[src/rtl/processor_if.sv]
// Observation bus of the single-cycle processor: the combinational ALU result
// of the instruction currently addressed by the PC.
interface processor_if;
  logic [31:0] Result;

  modport master (output Result);
  modport slave  (input  Result);
endinterface

[src/rtl/processor.sv]
// Single-cycle RV32-style datapath: ROM fetch, decode, register file, ALU and
// data RAM all resolve within one clock; PC, registers and RAM update on the edge.
module processor (
  input  logic        clk,
  input  logic        reset,
  processor_if.master bus
);

  typedef enum logic [2:0] {
    ALU_ADD, ALU_SUB, ALU_AND, ALU_OR, ALU_SLT, ALU_NOR
  } alu_op_e;

  logic [31:0] pc_q = '0;
  logic [31:0] pc_d;
  logic [31:0] rf_q  [32];
  logic [31:0] ram_q [64] = '{default: 32'd0};

  logic [31:0] inst;
  logic [6:0]  opcode, funct7;
  logic [4:0]  rd, rs1, rs2;
  logic [2:0]  funct3;
  logic [31:0] imm, rs1_val, rs2_val, alu_b, alu_y, wb_data;
  logic        op_ok, reg_write, mem_write, mem_to_reg, use_imm;
  alu_op_e     alu_op;

  function automatic logic [31:0] enc_r(input logic [6:0] f7, input logic [4:0] s2,
                                        input logic [4:0] s1, input logic [2:0] f3,
                                        input logic [4:0] d);
    return {f7, s2, s1, f3, d, 7'b0110011};
  endfunction

  function automatic logic [31:0] enc_i(input logic [11:0] im, input logic [4:0] s1,
                                        input logic [2:0] f3, input logic [4:0] d,
                                        input logic [6:0] op);
    return {im, s1, f3, d, op};
  endfunction

  function automatic logic [31:0] enc_s(input logic [11:0] im, input logic [4:0] s2,
                                        input logic [4:0] s1);
    return {im[11:5], s2, s1, 3'b010, im[4:0], 7'b0100011};
  endfunction

  // Program ROM; PC wraps every 256 bytes because only PC[7:2] indexes it.
  always_comb begin
    inst = '0;
    case (pc_q[7:2])
      6'd0:  inst = enc_r(7'h00, 5'd0,  5'd0,  3'b111, 5'd1);
      6'd1:  inst = enc_i(12'd1,   5'd0,  3'b000, 5'd1,  7'b0010011);
      6'd2:  inst = enc_i(12'd2,   5'd0,  3'b000, 5'd2,  7'b0010011);
      6'd3:  inst = enc_i(12'd3,   5'd1,  3'b000, 5'd3,  7'b0010011);
      6'd4:  inst = enc_i(12'd4,   5'd1,  3'b000, 5'd4,  7'b0010011);
      6'd5:  inst = enc_i(12'd5,   5'd2,  3'b000, 5'd5,  7'b0010011);
      6'd6:  inst = enc_i(12'd6,   5'd2,  3'b000, 5'd6,  7'b0010011);
      6'd7:  inst = enc_i(12'd7,   5'd3,  3'b000, 5'd7,  7'b0010011);
      6'd8:  inst = enc_r(7'h00, 5'd2,  5'd1,  3'b000, 5'd8);
      6'd9:  inst = enc_r(7'h20, 5'd8,  5'd1,  3'b000, 5'd9);
      6'd10: inst = enc_r(7'h00, 5'd4,  5'd2,  3'b111, 5'd10);
      6'd11: inst = enc_r(7'h00, 5'd3,  5'd1,  3'b110, 5'd11);
      6'd12: inst = enc_r(7'h00, 5'd1,  5'd9,  3'b010, 5'd12);
      6'd13: inst = enc_r(7'h00, 5'd7,  5'd6,  3'b100, 5'd13);
      6'd14: inst = enc_i(12'h4D3, 5'd9,  3'b111, 5'd14, 7'b0010011);
      6'd15: inst = enc_i(12'h8D2, 5'd4,  3'b110, 5'd15, 7'b0010011);
      6'd16: inst = enc_r(7'h00, 5'd1,  5'd15, 3'b010, 5'd16);
      6'd17: inst = enc_i(12'h4D3, 5'd14, 3'b100, 5'd17, 7'b0010011);
      6'd18: inst = enc_s(12'd48, 5'd8, 5'd0);
      6'd19: inst = enc_i(12'd48,  5'd0,  3'b010, 5'd19, 7'b0000011);
      default: inst = '0;
    endcase
  end

  assign opcode = inst[6:0];
  assign rd     = inst[11:7];
  assign funct3 = inst[14:12];
  assign rs1    = inst[19:15];
  assign rs2    = inst[24:20];
  assign funct7 = inst[31:25];

  // R-type and I-type share the funct3 map; funct3 000 is add/sub vs addi.
  always_comb begin
    op_ok      = 1'b0;
    reg_write  = 1'b0;
    mem_write  = 1'b0;
    mem_to_reg = 1'b0;
    use_imm    = 1'b0;
    alu_op     = ALU_ADD;
    imm        = {{20{inst[31]}}, inst[31:20]};
    case (opcode)
      7'b0110011, 7'b0010011: begin
        use_imm = (opcode == 7'b0010011);
        op_ok   = 1'b1;
        case (funct3)
          3'b000: begin
            if (use_imm || funct7 == 7'b0000000) alu_op = ALU_ADD;
            else if (funct7 == 7'b0100000)       alu_op = ALU_SUB;
            else                                 op_ok  = 1'b0;
          end
          3'b111:  alu_op = ALU_AND;
          3'b110:  alu_op = ALU_OR;
          3'b010:  alu_op = ALU_SLT;
          3'b100:  alu_op = ALU_NOR;
          default: op_ok  = 1'b0;
        endcase
        reg_write = op_ok;
      end
      7'b0000011: begin
        if (funct3 == 3'b010) begin
          op_ok      = 1'b1;
          use_imm    = 1'b1;
          reg_write  = 1'b1;
          mem_to_reg = 1'b1;
        end
      end
      7'b0100011: begin
        if (funct3 == 3'b010) begin
          op_ok     = 1'b1;
          use_imm   = 1'b1;
          mem_write = 1'b1;
          imm       = {{20{inst[31]}}, inst[31:25], inst[11:7]};
        end
      end
      default: ;
    endcase
  end

  assign rs1_val = (rs1 == 5'd0) ? 32'd0 : rf_q[rs1];
  assign rs2_val = (rs2 == 5'd0) ? 32'd0 : rf_q[rs2];
  assign alu_b   = use_imm ? imm : rs2_val;

  always_comb begin
    alu_y = '0;
    case (alu_op)
      ALU_ADD: alu_y = rs1_val + alu_b;
      ALU_SUB: alu_y = rs1_val - alu_b;
      ALU_AND: alu_y = rs1_val & alu_b;
      ALU_OR:  alu_y = rs1_val | alu_b;
      ALU_SLT: alu_y = {31'd0, $signed(rs1_val) < $signed(alu_b)};
      ALU_NOR: alu_y = ~(rs1_val | alu_b);
      default: alu_y = '0;
    endcase
  end

  assign bus.Result = op_ok ? alu_y : 32'd0;
  assign wb_data    = mem_to_reg ? ram_q[alu_y[7:2]] : alu_y;
  assign pc_d       = pc_q + 32'd4;

  always_ff @(posedge clk) begin
    if (reset) pc_q <= '0;
    else       pc_q <= pc_d;
  end

  always_ff @(posedge clk) begin
    if (!reset && reg_write && rd != 5'd0) rf_q[rd] <= wb_data;
  end

  always_ff @(posedge clk) begin
    if (!reset && mem_write) ram_q[alu_y[7:2]] <= rs2_val;
  end

  logic unused_pc_bits;
  assign unused_pc_bits = ^{pc_q[31:8], pc_q[1:0]};

endmodule

[src/flat_wrapper.sv]
// flat-port wrapper written by rule: the top's interface ports become plain ports
module processor_flat 
  (clk, reset, bus_Result);
  processor_if bus_i ();
  input  logic clk;
  input  logic reset;
  output wire logic [$bits(bus_i.Result)-1:0] bus_Result;
  assign bus_Result = bus_i.Result;
  processor u_core (.clk(clk), .reset(reset), .bus(bus_i));
endmodule
[config.mk]
export PLATFORM = sky130hd
export DESIGN_NAME = processor_flat
export DESIGN_NICKNAME = d
export VERILOG_FILES = /design/src/rtl/processor_if.sv /design/src/rtl/processor.sv /design/src/flat_wrapper.sv
export SDC_FILE = /design/constraint.sdc
export NUM_CORES = 2
export LEC_CHECK = 0
export CAP_MARGIN = 20
export CORE_UTILIZATION = 55
export CTS_BUF_LIST = sky130_fd_sc_hd__clkbuf_4
export DETAILED_ROUTE_END_ITERATION = 6
export PLACE_DENSITY = 0.71
export SLEW_MARGIN = 20
export SYNTH_ARGS = -nofsm -noshare
export SYNTH_HDL_FRONTEND = slang
export SYNTH_SLANG_ARGS = --single-unit
[constraint.sdc]
create_clock -name clk -period 11.3 [get_ports clk]
set_input_delay 1.13 -clock clk [delete_from_list [all_inputs] [get_ports clk]]
set_output_delay 1.13 -clock clk [all_outputs]
set_load 0.02 [all_outputs]
; ---- Word level (Yosys, flattened, before mapping)
; Memory sizes are Yosys's and may differ from the RTL's. A register that Yosys moved wholly into a read port is not among the register bits.
; Index checks and enable logic that the tools add are counted.
[word_totals]
in_bits = 2
word_cells = 66
mem_bits_ro = 832
out_inout_bits = 32
mem_bits_rw = 3072
memories = 3
regBits = 32
[op_classes]
bitwise_logic = 3
n_reduce_logical = 14
addsub = 3
muxes = 27
eq_ne = 14
magnitude_cmp = 1
[mem_list]
columns = memory, depth, word_bits, read_ports, rd_ports_with_merged_regs, write_ports, line
row1 = u_core.ram_q, 64, 32, 1, 0, 1, processor.sv:16  ; logic [31:0] ram_q [64] = '{default: 32'd0};
row2 = u_core.rf_q, 32, 32, 2, 0, 1, processor.sv:15  ; logic [31:0] rf_q [32];
row3 = (name not given), 32, 26, 1, 1, 0, processor.sv:46  ; case (pc_q[7:2])
[ops]
columns = operator, count
row1 = $mux W32, 6
row2 = $pmux W32 S6, 1
row3 = $add A32 B3 Y32 const B, 1
row4 = $add A32 B32 Y32, 1
row5 = $and A32 B32 Y32, 1
row6 = $lt A32 B32 Y1, 1
row7 = $not A32 Y32, 1
row8 = $or A32 B32 Y32, 1
row9 = $sub A32 B32 Y32, 1
row10 = $eq A7 B6 Y1 const B, 3
row11 = $eq A3 B3 Y1 const B, 5
row12 = $mux W5, 3
row13 = $pmux W3 S5, 1
row14 = $logic_not A5 Y1, 2
row15 = $mux W1, 10
row16 = $eq A3 B2 Y1 const B, 3
row17 = $pmux W1 S2, 4
row18 = $eq A7 B2 Y1 const B, 1
row19 = $eq A7 B5 Y1 const B, 1
row20 = $logic_not A7 Y1, 1
row21 = $logic_not A3 Y1, 2
row22 = $mux W3, 2
row23 = $reduce_bool A5 Y1, 1
row24 = $reduce_or A2 Y1, 2
row25 = other kinds (5), 7

; ---- Logic depth before layout (Yosys ltp)
[logic_depth]
ltp_word = 10
mapped_depth = 31
mapped_depth_nobuf = 24

; ---- Worst setup path before layout
; OpenSTA, ideal clock, no wires.
[synth_timing]
kind = flip-flop to flip-flop
from = register with a tool-made name
to = memory u_core.rf_q[0][31], data pin
slack_ns = 2.839
synth_period_minus_slack_ns = 8.461
setup_time_ns = 0.467
n_path_buf = 4
path_stages_with_launch = 22
arrival_time_ns = 7.994
required_ns = 10.833
cell_sequence = dfxtp_1 -> buf_1 -> buf_1 -> buf_1 -> a211oi_1 -> a31oi_1 -> o221ai_1 -> o21ai_0 -> nor2_1 -> or2_2 -> ha_1 -> clkbuf_1 -> a21oi_1 -> nor2_1 -> nor2_1 -> nor2_1 -> a311o_1 -> a221oi_1 -> nand2_1 -> a32oi_1 -> nor2_1 -> a211oi_1
[synth_lines]
columns = item, line
row1 = end: declaration, processor.sv:15

; ---- Final worst setup path
[layout_timing]
from = register u_core.pc_q[7]
to = output port bus_Result[26]
[layout_between]
elab_chain_len = 9
word_cells_on_any_way = 47
classes_between = 2 x add/sub / 14 x eq/ne / 18 x mux / 3 x bitwise / 9 x reduce/logical / 1 x memory
[layout_rtl]
columns = item, line
row1 = start: declaration, processor.sv:13  ; logic [31:0] pc_q = '0;
row2 = start signal: assignment, processor.sv:148  ; else pc_q <= pc_d;
row3 = $mux W32 (*), processor.sv:46
row4 = branches (longest 7 deep; another with $mem_v2 Z32 W32), --
row5 = $mux W32 (*), processor.sv:142  ; assign bus.Result = op_ok ? alu_y : 32'd0;
row6 = end: declaration, flat_wrapper.sv:7  ; output wire logic [$bits(bus_i.Result)-1:0] bus_Result;
; Mark *: on every way between the ends.

==> results.txt <==
----------------------------------------------------
[Clock tree]
  Maximum count of clock buffers along a single path ... 4
  Setup fix buffers added after clock tree synthesis ... 0
  CTS tree ... yes
  Insertion delay of the later-clocked pin in the worst-skew pair ... 1.55 ns
  Root Driver ... clkbuf_4
  Cts repair resizes ... 0
  CTS Hold Buffers Added ... 0
  H-tree depth ... 6
  Clock transition at path regs ... 0.06 ns
  Sinks on Clock Net ... 3102
  Number of CTS-inserted buffers ... 771

[Global route]
  Global-route wire length before repair ... 600 mm
  Aggregate global-route resource usage ... 0.343
  Top Usage Layer GRT ... met2
  Largest net degree at the start of global routing ... 174
  Number of global-route vias before repair ... 88700
  Routing usage on met2 ... 0.508
  Number of antenna violations at the first check in global routing ... 13
  Met1 Resource Use GR ... 0.470
  Remaining global-route overflow ... 0
  Met3 track demand over resource ... 0.0914

[Die]
  I/O pins ... 34
  Number of placement rows ... 179
  Floorplan core area ... 0.238 mm2
  Initial Util ... 0.553
  Floorplan die height ... 491 um
  Die outline area ... 0.241 mm2
  Die Wd ... 491 um

[Min path]
  Type of the most critical hold path ... reg -> reg

[Yosys]
  Synthesis Warnings ... 0
  Syn Area/Cell ... 13.9 um2
  Portion of the post-synthesis area used by sequential elements ... 0.707
  Synthesis-stage register bit count ... 3102
  Most instantiated flip-flop cell in the synthesis netlist ... edfxtp_1
  Post-Syn Area ... 0.131 mm2
  Library cells used by synthesis ... 88
  Gate Count Post-Synth ... 9468
  Number of enable flip-flop cells after synthesis ... 3072
  Async set-reset flop share out of synthesis ... 0

[Status]
  Violations in the final reports ... DRC
  Status ... finished, violations left

[Cells and area]
  Most frequent cells in the layout ... edfxtp_1 (3072), nand2_1 (1632), clkbuf_4 (1098)
  Commonest non-fill, non-tap cell in the layout ... edfxtp_1
  Share of cells above drive strength 1 ... 0.180
  Net count, final ... 10100
  Syn-to-layout area delta ... 11.9%

[Setup path]
  Crit path max fanout ... 37
  Path type of the worst setup path ... reg -> out
  Nature of the critical path endpoint ... primary output
  Critical Path AT ... 9.87 ns
  CP Data Required Time ... 10.17 ns
  CP Launch Type ... flip-flop

[Drt]
  Drt first-iter violations ... 14400
  Final antenna-violating net count ... 0
  Number of design rule violations left after detail routing ... 1
  Routed WL per cell ... 30.8 um
  First-pass iteration count of the detailed router ... 7
  Vias ... 91400
  Post-Route WL ... 422 mm
  Average via count per standard cell ... 6.67

[Timing]
  Post-layout min period ... 11.00 ns
  Relative slew slack ... 0.180
  # setup viols final ... 0
  Achievable Freq ... 90.9 MHz
  Worst hold slack ... 0.673 ns
  Number of pins exceeding their max-slew limit in the final report ... 0
  Portion of the clock cycle consumed by the worst path in the final layout ... 0.974
  Skew final ... 0.152 ns
  Worst Max-Slew Pin Slew ... 1.23 ns
  Final-report hold violation count ... 0

[Place]
  Count of buffers from port buffering ... 33
  Sum of net half-perimeters after detailed placement ... 241 mm
  RD Place Congestion ... 0.916

[Pwr]
  Total power ... 0.0320 W
  Ratio of total power to cell area ... 217 mW/mm2
  Maximum vdd ir drop ... 0.199 mV
  Leakage power ... 51.3 nW

[Run]
  Max-Cap Viols ... 0

----------------------------------------------------
state kept, by name, indices dropped and copies added, names as in the netlist, named ones only:
register / cells
u_core.rf_q: 1024
u_core.pc_q: 6
u_core.ram_q: 2048
Yosys cell counts (63+ instances only):
master / n / area share
edfxtp_1: 3072 / 0.70
nand2_1: 1638 / 0.047
nand3_1: 607 / 0.023
mux2i_1: 583 / 0.044
clkbuf_1: 353 / 0.010
nor2_1: 320 / 0.0091
a21oi_1: 302 / 0.012
a31oi_1: 224 / 0.011
buf_2: 192 / 0.0073
o21ai_0: 186 / 0.0071
a211oi_1: 174 / 0.0099
a221oi_1: 161 / 0.011
a22oi_1: 152 / 0.0087
inv_1: 141 / 0.0040
ha_1: 111 / 0.011
and3_1: 108 / 0.0051
buf_1: 97 / 0.0028
mux4_2: 92 / 0.016
nor2b_1: 88 / 0.0042
o22ai_1: 88 / 0.0042
a221o_1: 86 / 0.0066
nor3_1: 64 / 0.0024
nand4_1: 63 / 0.0030
routing by layer:
metal / vias up / part of all wire
met1: 44900 / 0.36
met4: 6 / 0.051
met5: - / 0.000095
met3: 1182 / 0.14
met2: 7401 / 0.44
li1: 37900 / -
power breakdown:
part / internal [W] / leakage [nW] / switching [W] / total (W)
combinational: 0.00235 / 17.5 / 0.00662 / 0.00896
clock: 0.00473 / 5.60 / 0.00444 / 0.00917
sequential: 0.0138 / 28.3 / 0.0000611 / 0.0138
total: 0.0208 / 51.3 / 0.0111 / 0.0320
critical path, cell delays in order, from the launching register on:
cell and delay, ns:
dfxtp_2 0.73, inv_1 0.49, nand2_4 0.59, nand2_1 0.16, buf_4 0.32, o21bai_1 0.19
a221oi_1 0.07, nor3_1 0.17, nor2_1 0.07, a21oi_1 0.65, a21o_1 0.30, ha_1 0.37
or4_1 0.63, nor2_1 0.14, o21ai_0 0.22, a2111oi_0 0.79, o21ai_0 0.30, o21bai_1 0.51
nor2b_1 0.20, o32ai_1 0.08, o21ai_0 0.75, nor2_1 0.08, clkdlybuf4s50_1 0.57
metrics by stage:
stage	setup slack (ns)	cells	util	cell area, um2	TNS [ns]
4_1_cts	0.426	13700	0.618	147000	0
2_1_floorplan	2.84	9499	-	131000	0
3_3_place_gp	2.07	12400	0.578	137000	0
3_5_place_dp	2.03	12400	0.578	137000	0
5_1_grt	-0.00113	13700	0.618	147000	-0.00113
6_report	0.298	13700	0.618	147000	0
final timing paths:
kind                  start                  to  slack (ns)  cells past startpoint
min          u_core.pc_q[2]      u_core.pc_q[2]        0.67                      2
max reg2reg       flip-flop  u_core.rf_q[2][16]        1.76                     25
max          u_core.pc_q[7]      bus_Result[26]        0.30                     22
min reg2reg  u_core.pc_q[2]      u_core.pc_q[2]        0.67                      2
cell type report:
class,instances,area [um2]
fillers,17600,90700
clock inverters,206,1180
flip-flops and latches,3102,92900
inverters,141,539
repair buffers,406,3850
clock buffers,1098,8240
well taps,3167,3960
diodes,15,37.5
multi-input cells,5571,36200
logic make-up after synthesis:
logic type	Yosys count	share of synthesized area
flops	3102	0.707
simple gates	2969	0.0982
compound gates	1731	0.0926
buf+inv	826	0.0268
mux	714	0.0636
fa+ha+maj	114	0.0110
xor+xnor	11	0.000734
other cells	1	0.0000286
(Power assumes the default switching activity.)
